==> src/rtl/muldiv_sequencer.sv <==
// Iterative RV32M multiply/divide unit for the EX stage.
// One radix-2 step per cycle: shift-add multiply, restoring divide, then a
// sign-fix cycle and a one-cycle done pulse. Divide-by-zero and signed
// overflow finish directly without iterating.
// Ports:
//   clk, reset         clock, synchronous active-low reset
//   start, Funct3      M-extension op valid and op select
//   SrcA, SrcB         rs1 / rs2 operands
//   flush              abort the op in flight, block acceptance in IDLE
//   busy               op in CALC, FIX or DONE (registered)
//   stall              freeze IF/ID/EX (combinational)
//   done, Result       one-cycle result valid, result held until next done
module muldiv_sequencer #(
    parameter int unsigned XLEN = 32
) (
    input  logic            clk,
    input  logic            reset,
    input  logic            start,
    input  logic [2:0]      Funct3,
    input  logic [XLEN-1:0] SrcA,
    input  logic [XLEN-1:0] SrcB,
    input  logic            flush,
    output logic            busy,
    output logic            stall,
    output logic            done,
    output logic [XLEN-1:0] Result
);

    localparam int unsigned CW = $clog2(XLEN);
    localparam int unsigned PW = 2 * XLEN;

    typedef enum logic [1:0] {IDLE, CALC, FIX, DONE} state_t;

    state_t          state;
    logic [2:0]      op;
    logic            neg;    // negate the selected result in FIX
    logic [XLEN-1:0] opnd;   // |A| for multiply, |B| (divisor) for divide
    logic [PW-1:0]   acc;    // product, or {remainder, quotient}
    logic [CW-1:0]   cnt;

    // Operand decode at issue: signedness, magnitudes, special divide results
    logic            signed_a, signed_b, in_sign_a, in_sign_b;
    logic            div_zero, div_ovf;
    logic [XLEN-1:0] abs_a, abs_b, special;

    always_comb begin
        if (Funct3[2]) begin
            signed_a = ~Funct3[0];
            signed_b = ~Funct3[0];
        end else begin
            signed_a = (Funct3[1:0] != 2'b11);
            signed_b = ~Funct3[1];
        end
        in_sign_a = signed_a & SrcA[XLEN-1];
        in_sign_b = signed_b & SrcB[XLEN-1];
        abs_a     = in_sign_a ? (~SrcA + XLEN'(1)) : SrcA;
        abs_b     = in_sign_b ? (~SrcB + XLEN'(1)) : SrcB;
        div_zero  = (SrcB == '0);
        div_ovf   = ~Funct3[0] && (SrcA == {1'b1, {(XLEN-1){1'b0}}}) && (SrcB == '1);
        if (div_zero) begin
            special = Funct3[1] ? SrcA : '1;
        end else begin
            // overflow: quotient is the dividend itself, remainder zero
            special = Funct3[1] ? '0 : SrcA;
        end
    end

    // One iteration step and the final sign fix / output select
    logic [XLEN:0]   mul_sum, div_shift, div_diff;
    logic [PW-1:0]   step_next, prod_fix;
    logic [XLEN-1:0] div_sel, fix_val;

    always_comb begin
        mul_sum   = {1'b0, acc[PW-1:XLEN]} + {1'b0, opnd};
        div_shift = {acc[PW-1:XLEN], acc[XLEN-1]};
        div_diff  = div_shift - {1'b0, opnd};
        if (op[2]) begin
            // restore on borrow, otherwise keep the difference and shift in a 1
            if (div_diff[XLEN]) begin
                step_next = {div_shift[XLEN-1:0], acc[XLEN-2:0], 1'b0};
            end else begin
                step_next = {div_diff[XLEN-1:0], acc[XLEN-2:0], 1'b1};
            end
        end else begin
            step_next = acc[0] ? {mul_sum, acc[XLEN-1:1]} : {1'b0, acc[PW-1:1]};
        end

        prod_fix = neg ? (~acc + PW'(1)) : acc;
        div_sel  = op[1] ? acc[PW-1:XLEN] : acc[XLEN-1:0];
        if (op[2]) begin
            fix_val = neg ? (~div_sel + XLEN'(1)) : div_sel;
        end else if (op[1:0] == 2'b00) begin
            fix_val = prod_fix[XLEN-1:0];
        end else begin
            fix_val = prod_fix[PW-1:XLEN];
        end
    end

    // Only a fresh, unflushed start can stall from IDLE
    assign stall = (state == IDLE) ? (start & ~flush) : ((state == CALC) || (state == FIX));

    // Control FSM with registered busy/done/Result
    always_ff @(posedge clk) begin
        if (!reset) begin
            state  <= IDLE;
            op     <= '0;
            neg    <= 1'b0;
            opnd   <= '0;
            acc    <= '0;
            cnt    <= '0;
            busy   <= 1'b0;
            done   <= 1'b0;
            Result <= '0;
        end else begin
            done <= 1'b0;
            case (state)
                IDLE: begin
                    if (start && !flush) begin
                        op   <= Funct3;
                        neg  <= (Funct3[2] && Funct3[1]) ? in_sign_a : (in_sign_a ^ in_sign_b);
                        opnd <= Funct3[2] ? abs_b : abs_a;
                        acc  <= Funct3[2] ? {{XLEN{1'b0}}, abs_a} : {{XLEN{1'b0}}, abs_b};
                        cnt  <= '0;
                        busy <= 1'b1;
                        if (Funct3[2] && (div_zero || div_ovf)) begin
                            Result <= special;
                            done   <= 1'b1;
                            state  <= DONE;
                        end else begin
                            state <= CALC;
                        end
                    end
                end
                CALC: begin
                    if (flush) begin
                        busy  <= 1'b0;
                        state <= IDLE;
                    end else begin
                        acc <= step_next;
                        cnt <= cnt + CW'(1);
                        if (cnt == CW'(XLEN - 1)) begin
                            state <= FIX;
                        end
                    end
                end
                FIX: begin
                    if (flush) begin
                        busy  <= 1'b0;
                        state <= IDLE;
                    end else begin
                        Result <= fix_val;
                        done   <= 1'b1;
                        state  <= DONE;
                    end
                end
                DONE: begin
                    busy  <= 1'b0;
                    state <= IDLE;
                end
                default: state <= IDLE;
            endcase
        end
    end

endmodule

==> config.mk <==
export PLATFORM = sky130hd
export DESIGN_NAME = muldiv_sequencer
export DESIGN_NICKNAME = d
export VERILOG_FILES = /design/src/rtl/muldiv_sequencer.sv
export SDC_FILE = /design/constraint.sdc
export NUM_CORES = 1
export LEC_CHECK = 0
export BUFFER_PORTS_ARGS = -buffer_cell sky130_fd_sc_hd__buf_2
export CELL_PAD_IN_SITES_DETAIL_PLACEMENT = 1
export CELL_PAD_IN_SITES_GLOBAL_PLACEMENT = 2
export CORE_ASPECT_RATIO = 1.75
export CORE_MARGIN = 1.5
export CORE_UTILIZATION = 33
export CTS_CLUSTER_SIZE = 16
export DETAILED_ROUTE_END_ITERATION = 8
export GPL_TIMING_DRIVEN = 0
export HOLD_SLACK_MARGIN = 0.12
export PLACE_DENSITY_LB_ADDON = 0.12
export SYNTH_ARGS = -nofsm -noshare
export SYNTH_HDL_FRONTEND = slang
export SYNTH_SLANG_ARGS = --single-unit
export TNS_END_PERCENT = 10
==> constraint.sdc <==
create_clock -name clk -period 4.8 [get_ports clk]
set_input_delay 0.48 -clock clk [delete_from_list [all_inputs] [get_ports clk]]
set_output_delay 0.48 -clock clk [all_outputs]
set_load 0.005 [all_outputs]
==> impl_metrics.toml, run 1 <==
[floorplan]
ios = 106
num_rows = 107
core-area_sq_um = 48500
dieWidth_um = 170
dieArea_sq_um = 50200
start_util_pct = 33.2
die_h_um = 295

[logic_synthesis]
synth_fp_nets = 2432
ys_types = 89
async_flop_share_pct = 0
syn_inst = 2285
yosysWarnings = 0
synth-seq-cells = 141
syn_area_sq_um = 16100
synth_edf_count = 0
synth_ff_type = "dfxtp_1"
avgSynthCellArea_sq_um = 7.05
ys_seq_area_share_pct = 17.5

[detailed_routing]
drt_first_pass_iters = 5
drcViolationCount = 0
wire_per_inst_um = 32.5
via_per_inst = 6.20
vias = 19100
wl_um = 100000
drt-initial-drc-count = 1201
drtAntennaViolNets = 0

[final_layout]
final_cell_area_sq_um = 18200
drive_above_1_share_pct = 10.4
fin_cells = 3076
final_core_util_pct = 37.5
fin_nets = 2556
layout_common_cells = "nand2_1, a21oi_1, clkbuf_1, o21ai_0, nor2_1"
final_common_cell = "nand2_1"
area_delta_synth_final_pct = 12.8
n_antenna_cell = 0

[sta]
finalHoldViolCount = 0
finalSetupTns_ps = -287
setup_ws_ps = -131
fin_skew_ps = 20.2
fin_crit_ps = 4930
setup-violations-final = 5
slew_viol_final = 0
rsz0062_at_grt = "true"
finalCritPeriodShare_pct = 103
relSlewSlack_pct = 11.3
fmax_ghz = 0.203
worst_pin_slew_ps = 1330

[placement]
globalplace.congestion = 1.03
portBuffers = 103
dp_hpwl_um = 82700
place_area_sq_um = 17500
dp_cells = 3044

[cts]
cts.clk_slew.worst_paths_ps = 70
htree_levels = 4
cts_tree = "built"
cts_root_buf = "clkbuf_16"
ctsHoldBuffers = 0
cts_sinks = 141
clock_path_buffers = 2
numCtsBuffers = 17
clkLatencyLatePin_ps = 490

[power]
ir_worst_vdd_uv = 269
cellLeakagePower_uw = 0.00692
power_uw = 8010
pwr_density_cell_nw_per_um2 = 441

[flow_run]
maxCapViolations = 0

[grt]
grt_pass1_wl_um = 141000
grt_util_all_layers_pct = 40.1
grt_max_degree = 17
first_global_vias = 20100
grt-ovfl-total = 0
antenna_found_initial = 4

[worst_setup_path]
startpoint_type = "flop"
max_stage_delay_ps = 720
crit_path_top_delay_cell = "nor4_1"
crit_chain = "buf_1 -> clkinvlp_4 -> ha_1 -> or4b_2 -> nor4_2 -> nand4_1 -> nor4_1 -> a21oi_1 -> xor2_1 -> o21ai_0 -> a31oi_1"
cp-end-kind = "flop"
crit_type = "reg2reg"
arrival_ps = 5280
cp_max_fo = 16
cp.required_ps = 5150

[outcome]
run_status = "finished with violations"
violations = "setup timing"

[hold_path]
hold_class = "in2reg"
critical path, delay by kind of cell, from the launching register on:
kind | cells | cell delay, ps
buf+inv | 2 | 940
compound gates | 3 | 510
flops | 1 | 410
simple gates | 4 | 2430
fa+ha+maj | 1 | 290
xor+xnor | 1 | 200
cell families (layout without fill, tap and decap cells):
family | Yosys count | count (layout) | share of synthesized area, %
flops | 141 | 141 | 17.5
compound gates | 767 | 767 | 31.4
xor+xnor | 184 | 184 | 10.0
mux | 77 | 77 | 4.99
simple gates | 730 | 730 | 21.6
buf+inv | 283 | 420 | 6.81
fa+ha+maj | 103 | 103 | 7.67
stage by stage:
| step | worst slack (ps) | hold WS [ps] |
|---|---|---|
| final | -131 | 352 |
| after global routing | -89.2 | 359 |
| after CTS | 9.30 | 347 |
| after detailed placement | -2010 | 446 |
| after global placement | -2050 | 446 |
| after floorplan | 368 | 444 |
synthesized netlist by cell type (all sizes together), types with 9 or more instances:
cell type	instances	area, sq um
nand2	261	980
a21oi	193	966
clkbuf	169	637
o21ai	167	836
nor2	164	621
dfxtp	141	2820
xnor2	94	823
xor2	90	788
inv	79	297
ha	74	926
nor3	74	380
o31ai	57	457
o211ai	52	390
a211oi	51	388
mux2i	51	510
nand3	45	225
a21o	37	278
buf	32	153
maj3	27	270
mux2	26	293
a31oi	25	156
nand4	25	156
o41ai	25	226
or2	21	131
nor4	20	125
o22ai	20	131
or4	20	165
o21a	18	135
or3	18	123
nor2b	16	100
and3	13	81.3
nand2b	12	75.1
o211a	12	120
a311oi	11	96.3
and2	10	62.6
nor3b	9	67.6
o221ai	9	78.8
o31a	9	78.8
state kept, by name (all words and copies together) (netlist names):
name,count
Result,32
busy,1
op,3
cnt,5
acc,64
state,2
neg,1
opnd,32
done,1
power by group:
| group | switching (uW) | total, uW | internal [uW] |
|---|---|---|---|
| Sequential | 154 | 1490 | 1340 |
| Combinational | 3650 | 5140 | 1490 |
| Clock | 677 | 1370 | 696 |
| Total | 4490 | 8010 | 3520 |
worst paths after layout:
kind / from / endpoint / slack [ps] / cells past startpoint
worst max-delay path: acc[0] / Result[26] / -130 / 11
worst min register to register: Result[21] / Result[21] / 450 / 2
worst max register to register: acc[0] / Result[26] / -130 / 11
worst min-delay path: Funct3[0] / op[0] / 350 / 3
layer usage:
metal  routed length [um]  track usage [%]
met5                   42                0
met2                51200             73.6
met1                33300             36.4
met4                11900             41.8
met3                 3670             5.61
what timing repair did:
item / CTS / global route
resized for setup: 19 / 12
pin swaps: 3 / 0
buffers inserted: 2 / 0
setup endpoints to repair: 24 / 15
cell type report:
cell class / count / area, sq um
Inverter: 82 / 312
Timing Repair Buffer: 107 / 546
Clock inverter: 14 / 125
Clock buffer: 18 / 439
Sequential cell: 141 / 2830
Tap cell: 654 / 818
Multi-Input combinational cell: 1861 / 12300
Fill cell: 6242 / 30300
Buffer: 199 / 806
No activity file was read; power rests on OpenSTA's default activity.
==> run 2, diff against run 1 <==
Settings changed: MAX_ROUTING_LAYER set to met4.
==> impl_metrics.toml, run 2 (synthesized netlist as in run 1, its figures left out) <==
[outcome]
run_status = "finished with violations"
violations = "setup timing"

[detailed_routing]
wire_per_inst_um = 32.5
drt_first_pass_iters = 5
drtAntennaViolNets = 0
vias = 19200
wl_um = 100000
drt-initial-drc-count = 1173
via_per_inst = 6.22
drcViolationCount = 0

[cts]
clkLatencyLatePin_ps = 490
cts_sinks = 141
cts_root_buf = "clkbuf_16"
ctsHoldBuffers = 0
cts_tree = "built"
numCtsBuffers = 17
clock_path_buffers = 2
htree_levels = 4
cts.clk_slew.worst_paths_ps = 70

[grt]
first_global_vias = 20100
grt-ovfl-total = 0
grt_max_degree = 17
grt_util_all_layers_pct = 41.2
antenna_found_initial = 2
grt_pass1_wl_um = 141000

[placement]
place_area_sq_um = 17500
globalplace.congestion = 1.02
dp_hpwl_um = 83500
dp_cells = 3044
portBuffers = 103

[sta]
fmax_ghz = 0.208
finalCritPeriodShare_pct = 100
fin_skew_ps = 17.9
setup_ws_ps = -3.84
finalHoldViolCount = 0
relSlewSlack_pct = 16.0
setup-violations-final = 1
worst_pin_slew_ps = 1260
fin_crit_ps = 4800
slew_viol_final = 0
rsz0062_at_grt = "true"

[floorplan]
ios = 106
dieWidth_um = 170
start_util_pct = 33.2
core-area_sq_um = 48500
num_rows = 107
die_h_um = 295
dieArea_sq_um = 50200

[final_layout]
layout_top_registers = "acc: 64 flops, Result: 32 flops, opnd: 32 flops"
largest_reg_flops = 64
fill_cells = 6221
final_cell_area_sq_um = 18200
fin_nets = 2561
final_common_cell = "nand2_1"
drive_above_1_share_pct = 10.3
layout_common_cells = "nand2_1, a21oi_1, clkbuf_1"
fin_cells = 3082
area_delta_synth_final_pct = 13.1
regMostFlops = "acc"

[power]
cellLeakagePower_uw = 0.00696
pwr_density_cell_nw_per_um2 = 445
ir_worst_vdd_uv = 297

[worst_setup_path]
cp.required_ps = 5130
startpoint_type = "flop"
crit_type = "reg2reg"
arrival_ps = 5140
cp_max_fo = 10
cp-end-kind = "flop"

[hold_path]
hold_class = "in2reg"

[flow_run]
maxCapViolations = 0
[run 2: timing repair]
item                                    CTS  global route
endpoints found under the setup margin   41            25
gates resized for setup                  22             5
gates cloned                              0             0
pin swaps                                 2             1
setup buffers                             5             3
[run 2: per-layer routing]
layer | vias up | routed length, um | GRT usage, %
met5 | - | 0 | -
met4 | 0 | 11800 | 40.4
met3 | 415 | 3930 | 5.19
met2 | 771 | 52000 | 75.0
met1 | 9330 | 32600 | 35.9
li1 | 8650 | - | -
[run 2: worst paths after layout]
path / start / endpoint / slack (ps) / cells past startpoint
max: state[0] / Result[6] / -4 / 10
min: Funct3[0] / op[0] / 360 / 3
max reg2reg: state[0] / Result[6] / -4 / 10
min reg2reg: Result[10] / Result[10] / 460 / 2
[run 2: worst max-delay path, cell delays in order, from the launching register on]
cell      delay [ps]
dfxtp_1          330
inv_1             90
ha_1             150
clkbuf_1         640
clkinv_1         810
nor2_1          1020
nand2_1          550
o22ai_1          310
a21oi_1          140
o211ai_1         470
a21oi_1          140
[run 2: final cells by class]
cell class | instances | area (sq um) | share of cell area [%]
buffer | 198 | 802 | 4.40
tap | 654 | 818 | 4.49
inverter | 82 | 312 | 1.71
sequential | 141 | 2820 | 15.5
clock inverter | 15 | 164 | 0.899
timing repair buffer | 113 | 591 | 3.24
multi-input combinational | 1861 | 12300 | 67.4
antenna | 1 | 2.50 | 0.0137
clock buffer | 17 | 425 | 2.33
[run 2: metrics by stage]
stage,hold slack (ps),utilization (%),setup TNS (ps),worst slack (ps),total power [uW]
2_1_floorplan,444,-,0,368,4420
3_3_place_gp,447,36.0,-27510,-2130,6380
3_5_place_dp,451,36.1,-22830,-2050,6440
4_1_cts,347,37.5,-62.2,-62.2,7950
5_1_grt,376,37.6,-2.96,-2.96,8390
6_report,360,37.6,-3.84,-3.84,8100
[run 2: power by group]
| part | switching, uW | internal, uW |
|---|---|---|
| Clock | 699 | 742 |
| Sequential | 156 | 1340 |
| Combinational | 3660 | 1500 |
| Total | 4520 | 3580 |
